[src/rtl/counter_pkg.sv]
// Shared constants for the counter's mode-select path: mode encodings used by
// modeselect and mode_ctrl, the mode_ctrl FSM state type, and small mode helpers.
package counter_pkg;

  localparam logic [1:0] MODE_FREE  = 2'b00;
  localparam logic [1:0] MODE_CARRY = 2'b01;
  localparam logic [1:0] MODE_MAX   = 2'b10;

  typedef enum logic [1:0] {
    S_FREE  = 2'b00,
    S_CARRY = 2'b01,
    S_MAX   = 2'b10,
    S_ACK   = 2'b11
  } state_t;

  // Button press cycles FREE -> CARRY -> MAX -> FREE.
  function automatic logic [1:0] next_mode(input logic [1:0] m);
    case (m)
      MODE_FREE:  next_mode = MODE_CARRY;
      MODE_CARRY: next_mode = MODE_MAX;
      default:    next_mode = MODE_FREE;
    endcase
  endfunction

  function automatic state_t mode_state(input logic [1:0] m);
    case (m)
      MODE_CARRY: mode_state = S_CARRY;
      MODE_MAX:   mode_state = S_MAX;
      default:    mode_state = S_FREE;
    endcase
  endfunction

endpackage

[src/rtl/btn_cond.sv]
// Raw push-button conditioner: 2-flop synchroniser, optional debounce
// (BTN_DEBOUNCE_EN), and a rising-edge detector producing a 1-cycle event.
module btn_cond #(
  parameter int DEB_W = 4
) (
  input  logic clk,
  input  logic reset,
  input  logic btn_i,
  output logic event_o
);

  if (DEB_W < 1) begin : g_bad_deb_w
    $error("btn_cond: DEB_W must be at least 1");
  end

  logic sync1_q;
  logic sync2_q;
  logic prev_q;
  logic level;

  always_ff @(posedge clk) begin
    if (reset) begin
      sync1_q <= 1'b0;
      sync2_q <= 1'b0;
    end else begin
      sync1_q <= btn_i;
      sync2_q <= sync1_q;
    end
  end

`ifdef BTN_DEBOUNCE_EN
  localparam logic [DEB_W-1:0] DEB_LAST = '1;

  logic [DEB_W-1:0] cnt_q;
  logic [DEB_W-1:0] cnt_d;
  logic             lvl_q;
  logic             lvl_d;

  // Level follows the synchronised input only after 2**DEB_W disagreeing
  // cycles in a row; any agreeing cycle restarts the count.
  always_comb begin
    cnt_d = '0;
    lvl_d = lvl_q;
    if (sync2_q != lvl_q) begin
      if (cnt_q == DEB_LAST) begin
        lvl_d = sync2_q;
      end else begin
        cnt_d = cnt_q + 1'b1;
      end
    end
  end

  always_ff @(posedge clk) begin
    if (reset) begin
      cnt_q <= '0;
      lvl_q <= 1'b0;
    end else begin
      cnt_q <= cnt_d;
      lvl_q <= lvl_d;
    end
  end

  assign level = lvl_q;
`else
  assign level = sync2_q;
`endif

  always_ff @(posedge clk) begin
    if (reset) begin
      prev_q <= 1'b0;
    end else begin
      prev_q <= level;
    end
  end

  assign event_o = level & ~prev_q;

endmodule

[src/rtl/mode_ctrl.sv]
// Mode-select sequencer: steps FREE->CARRY->MAX on button presses, waits for
// modeselect feedback, and issues refresh_limits pulses. Optional BTN_DEBOUNCE_EN.
module mode_ctrl
  import counter_pkg::*;
#(
  parameter int DEB_W  = 4,
  parameter int ACK_TO = 8
) (
  input  logic       clk,
  input  logic       reset,
  input  logic       btn_mode,
  input  logic       btn_refresh,
  input  logic       carry_en,
  input  logic       max_en,
  output logic       carry_set,
  output logic       max_set,
  output logic       refresh_limits,
  output logic [1:0] mode,
  output logic       busy,
  output logic       mode_err,
  output state_t     dbg_state
);

  localparam int               TMR_W   = $clog2(ACK_TO + 1);
  localparam logic [TMR_W-1:0] TMR_END = TMR_W'(ACK_TO);

  logic mode_ev;
  logic ref_ev;

  btn_cond #(.DEB_W(DEB_W)) u_btn_mode (
    .clk     (clk),
    .reset   (reset),
    .btn_i   (btn_mode),
    .event_o (mode_ev)
  );

  btn_cond #(.DEB_W(DEB_W)) u_btn_refresh (
    .clk     (clk),
    .reset   (reset),
    .btn_i   (btn_refresh),
    .event_o (ref_ev)
  );

  state_t           state_q, state_d;
  logic [1:0]       tgt_q, tgt_d;
  logic [1:0]       mode_q, mode_d;
  logic             carry_set_q, carry_set_d;
  logic             max_set_q, max_set_d;
  logic             busy_q, busy_d;
  logic             err_q, err_d;
  logic             pending_q, pending_d;
  logic [TMR_W-1:0] timer_q, timer_d;

  logic ack;
  logic fire;

  // Handshake: carry_set/max_set are levels held for the target mode; the change
  // is acknowledged once {max_en,carry_en} equals the target encoding.
  assign ack  = ({max_en, carry_en} == tgt_q);
  assign fire = pending_q && (state_q != S_ACK);

  always_comb begin
    state_d     = state_q;
    tgt_d       = tgt_q;
    mode_d      = mode_q;
    carry_set_d = carry_set_q;
    max_set_d   = max_set_q;
    busy_d      = busy_q;
    err_d       = err_q;
    timer_d     = timer_q;
    pending_d   = ref_ev | (pending_q & ~fire);

    case (state_q)
      S_FREE, S_CARRY, S_MAX: begin
        if (mode_ev) begin
          tgt_d       = next_mode(mode_q);
          carry_set_d = (tgt_d == MODE_CARRY);
          max_set_d   = (tgt_d == MODE_MAX);
          busy_d      = 1'b1;
          timer_d     = '0;
          state_d     = S_ACK;
        end
      end
      S_ACK: begin
        if (ack) begin
          state_d = mode_state(tgt_q);
          mode_d  = tgt_q;
          busy_d  = 1'b0;
        end else if (timer_q == TMR_END) begin
          // No feedback in time: flag it and commit the target anyway.
          err_d   = 1'b1;
          state_d = mode_state(tgt_q);
          mode_d  = tgt_q;
          busy_d  = 1'b0;
        end else begin
          timer_d = timer_q + 1'b1;
        end
      end
      default: begin
        state_d = S_FREE;
      end
    endcase
  end

  always_ff @(posedge clk) begin
    if (reset) begin
      state_q     <= S_FREE;
      tgt_q       <= MODE_FREE;
      mode_q      <= MODE_FREE;
      carry_set_q <= 1'b0;
      max_set_q   <= 1'b0;
      busy_q      <= 1'b0;
      err_q       <= 1'b0;
      pending_q   <= 1'b0;
      timer_q     <= '0;
    end else begin
      state_q     <= state_d;
      tgt_q       <= tgt_d;
      mode_q      <= mode_d;
      carry_set_q <= carry_set_d;
      max_set_q   <= max_set_d;
      busy_q      <= busy_d;
      err_q       <= err_d;
      pending_q   <= pending_d;
      timer_q     <= timer_d;
    end
  end

  assign carry_set      = carry_set_q;
  assign max_set        = max_set_q;
  assign refresh_limits = fire;
  assign mode           = mode_q;
  assign busy           = busy_q;
  assign mode_err       = err_q;
  assign dbg_state      = state_q;

endmodule

[config.mk]
export PLATFORM = sky130hd
export DESIGN_NAME = mode_ctrl
export DESIGN_NICKNAME = d
export VERILOG_FILES = /design/src/rtl/counter_pkg.sv /design/src/rtl/btn_cond.sv /design/src/rtl/mode_ctrl.sv
export SDC_FILE = /design/constraint.sdc
export NUM_CORES = 1
export LEC_CHECK = 0
export ABC_AREA = 1
export BUFFER_PORTS_ARGS = -buffer_cell sky130_fd_sc_hd__buf_2
export CAP_MARGIN = 30
export CORE_MARGIN = 2
export CORE_UTILIZATION = 55
export CTS_CLUSTER_SIZE = 14
export DETAILED_ROUTE_END_ITERATION = 10
export GPL_TIMING_DRIVEN = 0
export PLACE_DENSITY = 0.78
export RECOVER_POWER = 100
export SKIP_LAST_GASP = 1
export SYNTH_ARGS = -nofsm -noshare
export SYNTH_HDL_FRONTEND = slang
export SYNTH_SLANG_ARGS = --single-unit
[constraint.sdc]
create_clock -name clk -period 3 [get_ports clk]
set_input_delay 0.45 -clock clk [delete_from_list [all_inputs] [get_ports clk]]
set_output_delay 0.45 -clock clk [all_outputs]
set_load 0.005 [all_outputs]
Word level (Yosys, flattened, before mapping)
Cells that the tools add are included.
Storage, ports and cells
  flip-flop bits (word level): 21
  logic and storage cells: 67
Operators by class
  add/sub/neg operators: 1
  eq/ne operators: 15
  multiplexer cells: 18
  bitwise gates (word level): 8
  reductions and logical operators: 10
Operators with widths (number)
  2-bit two-way mux: 7
  4-bit two-way mux: 3
  2-bit one-hot mux with 2 select lines: 3
  2-bit by 1-bit == test with 1-bit output, second input constant: 4
  2-bit == test, second input constant: 4
  2-bit inequality test, second input constant: 4
  4-bit one-hot mux with 2 select lines: 1
  2-bit AND reduction: 3
  3-bit AND reduction: 2
  4-bit by 1-bit adder with 4-bit output, second input constant: 1
  4-bit == test, second input constant: 1
  2-bit logical NOT: 2
  1-bit NOT: 4
  1-bit AND: 3
  1-bit two-way mux: 3
  3-bit inequality test, second input constant: 1
  3-bit OR reduction: 1
  2-bit == test: 1
  1-bit one-hot mux with 2 select lines: 1
  2-bit nonzero test: 1
  1-bit logical AND: 1
  1-bit OR: 1

Depth between registers and ports, before layout
Gate-level depths: netlist of run 1.
  word-level depth: 5
  mapped depth: 9

By module
From an unflattened synthesis of run 1, not the netlist that was laid out.
Unflattened totals
  cells, all modules: 105
  area, all modules: 847.1 µm²
By module, submodules not included
  mode_ctrl: instances 1, cells an instance 85, area an instance 674.4 µm², seq. area each 260.2 µm²
  btn_cond: instances 2, cells an instance 10, area an instance 86.3 µm², seq. area each 60.1 µm²

Least setup slack after synthesis of run 1
Ideal clock, no wire load.
  path type: flip-flop to flip-flop
  start: register timer_q[0]
  end: register timer_q[2]
  setup time: 0.132 ns
  arrival: 1.040 ns
  setup slack: 1.828 ns
  cell stages (with the launch flop): 9
  period minus slack after synthesis: 1.172 ns
  path through: dfxtp_1 > inv_1 > ha_1 > nand3_2 > inv_2 > nand2_2 > nand3_2 > nand2_1 > a21oi_1
Between the ends
  longest elaborated chain between the ends: 4
Ends and longest elaborated chain
  start: declaration: line mode_ctrl.sv:52  | logic [TMR_W-1:0] timer_q, timer_d;
  start signal: assignment: line mode_ctrl.sv:125  | timer_q <= timer_d;
  4-bit by 1-bit adder with 4-bit output: line mode_ctrl.sv:96  | timer_d = timer_q + 1'b1;
  4-bit two-way mux: line mode_ctrl.sv:89  | end else if (timer_q == TMR_END) begin
  4-bit two-way mux: line mode_ctrl.sv:85  | if (ack) begin
  4-bit one-hot mux with 2 select lines: line mode_ctrl.sv:73  | case (state_q)
Several ways; a longest one is shown, not always the timed one. The select of a mux whose other input is x is not followed.
A chain may end at the register's enable or synchronous reset.

Final worst setup path of run 1
  start: register state_q[0] (netlist: dbg_state[0])
  end: output refresh_limits
Between the ends
  longest elaborated chain between the ends: 2
Ends and longest elaborated chain
  start: declaration: line mode_ctrl.sv:44  | state_t state_q, state_d;
  start signal: assignment: line mode_ctrl.sv:117  | state_q <= state_d;
  2-bit inequality test: line mode_ctrl.sv:60  | assign fire = pending_q && (state_q != S_ACK);
  1-bit logical AND: line mode_ctrl.sv:60
  end: declaration: line mode_ctrl.sv:17  | output logic refresh_limits,
Every way passes these cells.

==> results.tsv, run 1 <==
stage	metric	value	unit
yosys	synth_fp_nets	127	
pwr	swShare	24.1	%
yosys	synth_top_area_share	43.9	%
routing	antenna_left	0	
yosys	ys.warnings.count	0	
clock_tree	numCtsBuffers	3	
timing	rsz0062_at_grt	no	
yosys	synthTopCellsByCount	dfxtp_1, nand2_1, nor2_1, inv_1, a21oi_1	
worst_setup_path	ff2ff_setup_slack	1.47	ns
yosys	synth-main-ff-cell	dfxtp_1	
run_status	status	complete, no violations	
clock_tree	post_cts_resized	0	
die	start_util	58.2	%
global_route	antenna_found_initial	0	
routing	drt_iter0_drc	21	
routing	viasPerCell	4.91	
layout	antenna_cells	0	
yosys	synth-edff-count	0	
clock_tree	htree_num_levels	1	
pwr	seqPwrFrac	61.5	%
yosys	synthCells	119	
worst_setup_path	cp_data_required_time	2.55	ns
yosys	syn-cell-area	867	µm²
routing	vias	751	
clock_tree	hold_buffers	0	
worst_setup_path	critPathKind	flop to primary output	
die	coreArea	1490	µm²
pwr	p_sw	0.000104	W
timing	finalSetupTns	0	ns
worst_setup_path	cp-start-kind	flop	
clock_tree	clock_latency	0.30	ns
yosys	synth.area.top_cells	dfxtp_1, nand2_1, nor2_1, inv_1, nand2_2	
layout	drive_gt1_share	19.0	%
global_route	grt_first_pass_wirelength	2.54	mm
yosys	ys_ff_latch	19	
die	die_x	43.7	µm
clock_tree	post_cts_buffers	0	
clock_tree	clockBufferDepth	2	
pwr	vdd_ir_drop_max	0.319	mV
yosys	synthArstFlopShare	0	%
die	rows	14	
die	die_y	43.7	µm
global_route	grt_pass1_vias	638	
placement	gp_congestion	0.816	
timing	setup_viol	0	
routing	dr.pass1.iters	4	
layout	nets	146	
routing	wl_per_cell	9.73	µm
timing	final_max_slew_viol_count	0	
run	cap_violations	0	
worst_setup_path	crit_fanout	10	
layout	area_delta_synth_final	10.7	%
clock_tree	clk_pin_slew	0.10	ns
timing	slew_headroom	72.2	%
yosys	synth_top_area_cell	dfxtp_1	
die	die_area	1910	µm²
pwr	leakage	0.454	nW
worst_setup_path	worstSetupEndpointType	primary output	
hold_path	hp-class	input port to flop	
worst_setup_path	worstPathArrival	1.42	ns
pwr	power	0.000430	W
placement	hpwl	1.16	mm
yosys	ys_seq_area_share	43.9	%
timing	max_freq	0.533	GHz
clock_tree	cts_tree	yes	
timing	final-hold-violation-count	0	
timing	min_period_over_period	62.5	%
yosys	avgSynthCellArea	7.29	µm²
placement	port_buffers	14	
pwr	power_density	448	nW/µm²
clock_tree	cts.sinks	19	
clock_tree	cts_root_buffer	clkbuf_4	
global_route	grt_start_max_net_pins	11	
die	io_pins	15	
pwr	combPwrFrac	8.8	%
timing	tightest_slew	0.417	ns
timing	min_period	1.87	ns
timing	fin_skew	0.00412	ns
yosys	ys_types	19	
global_route	globalRouteOverflowTotal	0	
routing	routed_wl	1.49	mm
global_route	grt_usage	17.6	%
pwr	p_int	0.000326	W
routing	drc	0	
pwr	power_frac_clock	29.6	%
[worst max-delay path, cell delays in order, from the launching register on]
cell	delay [ns]
dfxtp_1	0.36
nand2_1	0.12
inv_1	0.11
clkbuf_1	0.35
nor2_1	0.07
clkbuf_1	0.11
[metal layers]
metal	vias up	part of all wire, %	global-route usage [%]
met5	-	0	0
met4	0	1.6	9.09
met3	2	3.0	2.50
met2	13	47	28.5
met1	328	49	22.7
li1	408	-	-
[logic make-up (layout without fill, tap and decap cells)]
family                     after synthesis  after routing  synth area share [%]
DFF                                     19             19                  43.9
and+or+nand+nor                         56             56                  30.4
adders and majority gates                2              2                  2.89
AOI/OAI and AO/OA                       18             18                  11.5
buffers and inverters                   24             42                  11.3
[per-stage QoR]
| step | setup slack, ns | util, % | instances | area [µm²] | hold WS [ns] |
|---|---|---|---|---|---|
| after floorplan | 1.83 | - | 119 | 867 | 0.388 |
| after global placement | 1.72 | 64.3 | 149 | 957 | 0.388 |
| after detailed placement | 1.70 | 64.3 | 149 | 957 | 0.400 |
| after CTS | 1.37 | 66.1 | 153 | 983 | 0.339 |
| after global routing | 0.963 | 64.5 | 153 | 960 | 0.337 |
| final | 1.13 | 64.5 | 153 | 960 | 0.345 |
[cell type report]
class,instances,area [µm²]
multi-input cells,76,377
clock buffers,4,26.3
flip-flops and latches,19,380
plain buffers,2,7.51
inverters,22,82.6
well taps,16,20.0
fillers,143,529
repair buffers,14,66.3
[registers in the layout, indices dropped and copies added (netlist names)]
| name | flops |
|---|---|
| u_btn_refresh.level | 1 |
| mode | 2 |
| mode_err | 1 |
| u_btn_mode.sync1_q | 1 |
| pending_q | 1 |
| u_btn_mode.prev_q | 1 |
| busy | 1 |
| dbg_state | 2 |
| u_btn_mode.level | 1 |
| u_btn_refresh.prev_q | 1 |
| carry_set | 1 |
| timer_q | 4 |
| tgt_q | 1 |
| u_btn_refresh.sync1_q | 1 |
[final timing paths]
kind,cells after the start,start,end
worst min-delay path,3,btn_mode,u_btn_mode.sync1_q
worst min register to register,2,u_btn_mode.sync1_q,u_btn_mode.level
worst max register to register,7,dbg_state[0],timer_q[1]
worst max-delay path,5,dbg_state[0],refresh_limits
[power by group through the flow]
stage	Clock [W]	Combinational [W]	Sequential, W
after floorplan	0	0.0000261	0.000271
after global placement	0	0.0000390	0.000270
after detailed placement	0	0.0000397	0.000271
after CTS	0.000133	0.0000398	0.000265
after global routing	0.000140	0.0000438	0.000266
final	0.000127	0.0000379	0.000265
[cells in the final DEF (no fill, tap or decap)]
| cell | instances |
|---|---|
| nand2_1 | 22 |
| nor2_1 | 19 |
| dfxtp_1 | 19 |
| inv_1 | 18 |
| buf_2 | 11 |
| a21oi_1 | 8 |
| clkbuf_1 | 6 |
| nand3_1 | 6 |
| inv_2 | 4 |
| nand2_2 | 4 |
| nand3_2 | 3 |
| o21ai_1 | 3 |
| o21ai_0 | 3 |
| clkbuf_4 | 3 |
| nand4_1 | 2 |
| ha_1 | 2 |
| a21oi_2 | 1 |
| a211oi_1 | 1 |
| a31oi_1 | 1 |
| o31ai_1 | 1 |
Note: power is estimated with default switching activity, not from simulation.
==> inputs of run 2 (changes only) <==
Settings changed: CORE_UTILIZATION 55 to 47, PLACE_DENSITY 0.78 to 0.71.
Clock period 3 ns to 1.63 ns, I/O delays scaled along.
==> results.tsv, run 2 (synthesis gave the netlist of run 1 again) <==
stage	metric	value	unit	change
run_status	status	complete, no violations		
die	rows	15		+1
clock_tree	numCtsBuffers	3		unchanged
clock_tree	clk_pin_slew	0.11	ns	about the same
routing	wl_per_cell	9.88	µm	+1.6%
worst_setup_path	worst_r2r_endpoint	timer_q[1]		
global_route	grt_first_pass_wirelength	2.54	mm	unchanged
worst_setup_path	critical_path.max_stage_delay	0.36	ns	about the same
timing	final-hold-violation-count	0		unchanged
timing	finalSetupTns	0	ns	unchanged
worst_setup_path	reg2reg_depth	8		+1
placement	port_buffers	14		unchanged
layout	final_common_cell	nand2_1		
placement	gp_congestion	0.810		-0.73%
worst_setup_path	cp-start-kind	flop		
worst_setup_path	worstPathArrival	1.20	ns	-0.22 ns
worst_setup_path	worstSetupEndpointType	primary output		
pwr	p_sw	0.000200	W	+93%
routing	vias	744		-0.93%
routing	antenna_left	0		unchanged
run	cap_violations	0		unchanged
layout	regMostFlops	timer_q		
pwr	power_density	817	nW/µm²	+82%
pwr	power_frac_clock	29.9	%	+0.3 points
pwr	combPwrFrac	8.9	%	about the same
routing	viasPerCell	4.59		-6.4%
global_route	grt_pass1_vias	612		-4.1%
worst_setup_path	worstSetupEndpoint	refresh_limits		
layout	largest_reg_flops	4		unchanged
pwr	seqPwrFrac	61.2	%	-0.3 points
placement	hpwl	1.24	mm	+7.2%
worst_setup_path	worstPathCellList	nand2_1 -> inv_1 -> buf_6 -> nor2_1 -> buf_2		
global_route	grt_start_max_net_pins	12		+1
worst_setup_path	critical_path_depth	5		unchanged
timing	layout_setup_ws	0.181	ns	-0.944 ns
global_route	globalRouteOverflowTotal	0		unchanged
die	io_pins	15		unchanged
die	die_area	2200	µm²	+15%
worst_setup_path	ff2ff_setup_slack	0.22	ns	-1.25 ns
layout	nets	146		unchanged
routing	drt_iter0_drc	18		-14%
placement	post-place-ws	0.315	ns	-1.39 ns
clock_tree	htree_num_levels	1		unchanged
clock_tree	post_cts_buffers	0		unchanged
die	coreArea	1730	µm²	+16%
timing	rsz0062_at_grt	no		
layout	post-route-util	56.4	%	-8.0 points
worst_setup_path	cp_slowest_cell	dfxtp_1		
clock_tree	clockBufferDepth	2		unchanged
routing	dr.pass1.iters	4		unchanged
worst_setup_path	critPathKind	flop to primary output		
worst_setup_path	critPathBufInv	3		unchanged
timing	min_period	1.45	ns	
die	die_x	47.0	µm	+7.4%
layout	most-common-layout-cells	nand2_1, nor2_1, dfxtp_1		
worst_setup_path	timing.rr.start	timer_q[0]		
routing	drc	0		unchanged
clock_tree	clock_latency	0.29	ns	about the same
timing	tightest_slew	0.420	ns	+0.00225 ns
layout	antenna_cells	0		unchanged
clock_tree	cts.sinks	19		unchanged
pwr	p_int	0.000597	W	+83%
pwr	vdd_ir_drop_max	0.517	mV	+62%
timing	final_max_slew_viol_count	0		unchanged
layout	area_delta_synth_final	12.4	%	
global_route	grt_usage	16.3	%	-1.3 points
global_route	antenna_found_initial	0		unchanged
pwr	swShare	25.1	%	+0.94 points
hold_path	hp-class	input port to flop		
clock_tree	cts_root_buffer	clkbuf_4		
worst_setup_path	crit_fanout	10		unchanged
layout	drive_gt1_share	21.2	%	+2.2 points
timing	min_period_over_period	88.9	%	
routing	routed_wl	1.60	mm	+7.5%
timing	setup_viol	0		unchanged
clock_tree	post_cts_resized	0		unchanged
worst_setup_path	crit_family	buffers and inverters		
die	die_y	47.0	µm	+7.4%
timing	max_freq	0.690	GHz	
die	start_util	50.2	%	-8.0 points
pwr	leakage	0.471	nW	+3.7%
pwr	power	0.000797	W	+85%
clock_tree	hold_buffers	0		unchanged
worst_setup_path	crit_path_start	dbg_state[0]		
timing	fin_skew	0.00231	ns	-0.00181 ns
worst_setup_path	cp_data_required_time	1.39	ns	-1.16 ns
timing	slew_headroom	72.0	%	-0.15 points
clock_tree	cts_tree	yes		
-- run 2: through the flow --
step	instance area (µm²)	cells	hold WS, ns
detailed placement	968	158	0.396
finish	975	162	0.142
global route	975	162	0.132
floorplan	867	119	0.314
global placement	968	158	0.390
CTS	996	162	0.133
-- run 2: metal layers --
metal	vias up	track usage (%)	wire [µm]	share of wire, %
met4	0	7.78	6	0.38
met3	2	2.31	49	3.1
met2	13	25.8	798	50
met1	320	22.0	746	47
li1	409	-	-	-
met5	-	0	0	0
-- run 2: power groups by stage --
stage	clock network (W)	logic, W	registers [W]
after floorplan	0	0.0000481	0.000498
after global placement	0	0.0000721	0.000498
after detailed placement	0	0.0000744	0.000499
after CTS	0.000243	0.0000748	0.000488
after global routing	0.000263	0.0000802	0.000489
final	0.000238	0.0000712	0.000487
-- run 2: cell type report --
| type | instances | area (µm²) |
|---|---|---|
| Buffer | 2 | 15.0 |
| Clock buffer | 3 | 22.5 |
| Clock inverter | 1 | 5.00 |
| Fill cell | 177 | 752 |
| Inverter | 22 | 82.6 |
| Multi-Input combinational cell | 76 | 369 |
| Sequential cell | 19 | 380 |
| Tap cell | 25 | 31.3 |
| Timing Repair Buffer | 14 | 68.8 |
-- run 2: how the worst min path moves through the flow --
stage | start | end | slack [ns] | depth (start not counted)
detailed placement | u_btn_refresh.sync1_q | u_btn_refresh.level | 0.40 | 2
global route | btn_refresh | u_btn_refresh.sync1_q | 0.13 | 3
finish | btn_refresh | u_btn_refresh.sync1_q | 0.14 | 3
CTS | btn_refresh | u_btn_refresh.sync1_q | 0.13 | 3
global placement | u_btn_mode.sync1_q | u_btn_mode.level | 0.39 | 2
floorplan | reset | timer_q[0] | 0.31 | 1
-- run 2: worst register-to-register path, stage by stage (launching register included) --
cell and delay, ns:
dfxtp_1 0.42, inv_1 0.09, ha_1 0.20, nand3_1 0.14, inv_2 0.08, nand2_2 0.07
nand3_1 0.15, nand2_1 0.10, a21oi_1 0.06
==> inputs of run 3 (changes only) <==
Settings changed: CORE_ASPECT_RATIO from default to 1.1, CORE_UTILIZATION 47 to 42, PLACE_DENSITY 0.71 to 0.65.
==> results.tsv, run 3 (synthesis gave the netlist of run 1 again) <==
stage	metric	value	unit	change
routing	viasPerCell	4.47		-2.7%
layout	regMostFlops	timer_q		
global_route	grt_first_pass_wirelength	2.77	mm	+9.2%
timing	whs	0.141	ns	-0.00146 ns
routing	dr.pass1.iters	3		-1
hold_path	whs_endpoint	u_btn_refresh.sync1_q		
die	coreArea	1980	µm²	+15%
routing	routed_wl	1.63	mm	+2.0%
die	die_y	51.7	µm	+10%
layout	most-common-layout-cells	nand2_1, nor2_1, dfxtp_1		
routing	drt_iter0_drc	6		-12
timing	layout_setup_ws	0.204	ns	+0.0228 ns
routing	antenna_left	0		unchanged
worst_setup_path	worstPathArrival	1.62	ns	+0.42 ns
clock_tree	post_cts_buffers	0		unchanged
clock_tree	clockBufferDepth	2		unchanged
global_route	grt_usage	15.9	%	-0.46 points
die	io_pins	15		unchanged
timing	final_max_slew_viol_count	0		unchanged
placement	post-place-ws	0.299	ns	-0.0153 ns
hold_path	hp-class	input port to flop		
clock_tree	cts_tree	yes		
timing	slew_headroom	70.7	%	-1.3 points
timing	rsz0062_at_grt	no		
worst_setup_path	crit_fanout	5		-5
run	cap_violations	0		unchanged
timing	max_freq	0.701	GHz	+1.6%
placement	gp_congestion	0.762		-6.0%
clock_tree	post_cts_resized	0		unchanged
timing	min_period_over_period	87.5	%	-1.4 points
timing	setup_viol	0		unchanged
clock_tree	cts_root_buffer	clkbuf_4		
layout	area_delta_synth_final	13.4	%	
worst_setup_path	reg2reg_depth	8		unchanged
layout	post-route-util	49.7	%	-6.7 points
worst_setup_path	critPathKind	flop to flop		
hold_path	worst_hold_startpoint	btn_refresh		
clock_tree	clk_pin_slew	0.11	ns	about the same
die	die_area	2440	µm²	+11%
die	rows	17		+2
hold_path	min_path_cells	3		unchanged
worst_setup_path	ff2ff_setup_slack	0.20	ns	-0.02 ns
worst_setup_path	worst_r2r_endpoint	mode[1]		
worst_setup_path	cp_data_required_time	1.82	ns	+0.43 ns
layout	antenna_cells	0		unchanged
timing	finalSetupTns	0	ns	unchanged
run_status	status	complete, no violations		
global_route	grt_pass1_vias	678		+11%
clock_tree	clock_latency	0.29	ns	about the same
layout	nets	146		unchanged
clock_tree	cts.sinks	19		unchanged
pwr	vdd_ir_drop_max	0.649	mV	+25%
worst_setup_path	cp-start-kind	flop		
layout	final.fill_count	205		+16%
routing	drc	0		unchanged
placement	port_buffers	14		unchanged
timing	final-hold-violation-count	0		unchanged
pwr	power	0.000794	W	-0.29%
global_route	grt_start_max_net_pins	12		unchanged
placement	hpwl	1.27	mm	+2.0%
die	die_x	47.3	µm	+0.79%
routing	vias	737		-0.94%
layout	final_common_cell	nand2_1		
clock_tree	htree_num_levels	1		unchanged
timing	fin_skew	0.00557	ns	+0.00326 ns
global_route	globalRouteOverflowTotal	0		unchanged
clock_tree	numCtsBuffers	3		unchanged
pwr	power_density	808	nW/µm²	-1.2%
pwr	leakage	0.464	nW	-1.4%
worst_setup_path	timing.rr.start	timer_q[0]		
timing	min_period	1.43	ns	-0.0228 ns
layout	largest_reg_flops	4		unchanged
layout	drive_gt1_share	21.2	%	unchanged
timing	tightest_slew	0.439	ns	+0.0199 ns
clock_tree	hold_buffers	0		unchanged
global_route	antenna_found_initial	0		unchanged
worst_setup_path	worstSetupEndpointType	flop		
routing	wl_per_cell	9.89	µm	+0.15%
die	start_util	43.8	%	-6.4 points
==> run 3: changes by cell type in the layout (fill, tap and decap cells not counted), sizes merged <==
cell	before	now
clkbuf	5	7
buf	14	12
==> run 3: stage by stage <==
step / instances / area [µm²]
detailed placement: 161 / 972
global route: 165 / 983
global placement: 161 / 972
floorplan: 119 / 867
CTS: 165 / 1000
finish: 165 / 983
==> run 3: layout make-up <==
type / instances / area (µm²) / share of cell area (%)
Buffer: 2 / 15.0 / 1.53
Clock buffer: 3 / 22.5 / 2.29
Clock inverter: 1 / 5.00 / 0.509
Inverter: 22 / 82.6 / 8.40
Multi-Input combinational cell: 76 / 377 / 38.3
Sequential cell: 19 / 380 / 38.7
Tap cell: 28 / 35.0 / 3.56
Timing Repair Buffer: 14 / 66.3 / 6.74
==> run 3: layer usage <==
metal  part of all wire (%)  global-route usage [%]  up-vias
met5                      0                       0        -
met4                   0.61                    7.87        0
met3                    2.1                    2.43        2
met2                     51                    27.3        7
met1                     46                    18.3      325
li1                       -                       -      403
==> run 3: how the worst max path moves through the flow <==
| stage | end | cells after the start | slack, ns | from |
|---|---|---|---|---|
| 3_3_place_gp | timer_q[2] | 8 | 0.34 | timer_q[0] |
| 5_1_grt | mode[1] | 8 | 0.06 | timer_q[0] |
| 6_report | mode[1] | 8 | 0.20 | timer_q[0] |
| 3_5_place_dp | timer_q[2] | 8 | 0.30 | timer_q[0] |
| 4_1_cts | refresh_limits | 5 | 0.21 | dbg_state[1] |
| 2_1_floorplan | timer_q[2] | 8 | 0.46 | timer_q[0] |
==> run 3: worst max-delay path, cell delays in order (launching register included) <==
cell and delay [ns]:
dfxtp_1 0.42, inv_1 0.08, ha_1 0.20, nand3_1 0.14, inv_1 0.11, nand2_2 0.09, nand2_1 0.08, o21ai_0 0.15
nor2_1 0.06
==> run 3: where the power goes <==
| group | switching (W) | internal [W] | leakage [nW] |
|---|---|---|---|
| logic | 0.0000447 | 0.0000277 | 0.291 |
| registers | 0.00000979 | 0.000479 | 0.155 |
| clock network | 0.000142 | 0.0000912 | 0.0177 |
| total | 0.000197 | 0.000597 | 0.464 |
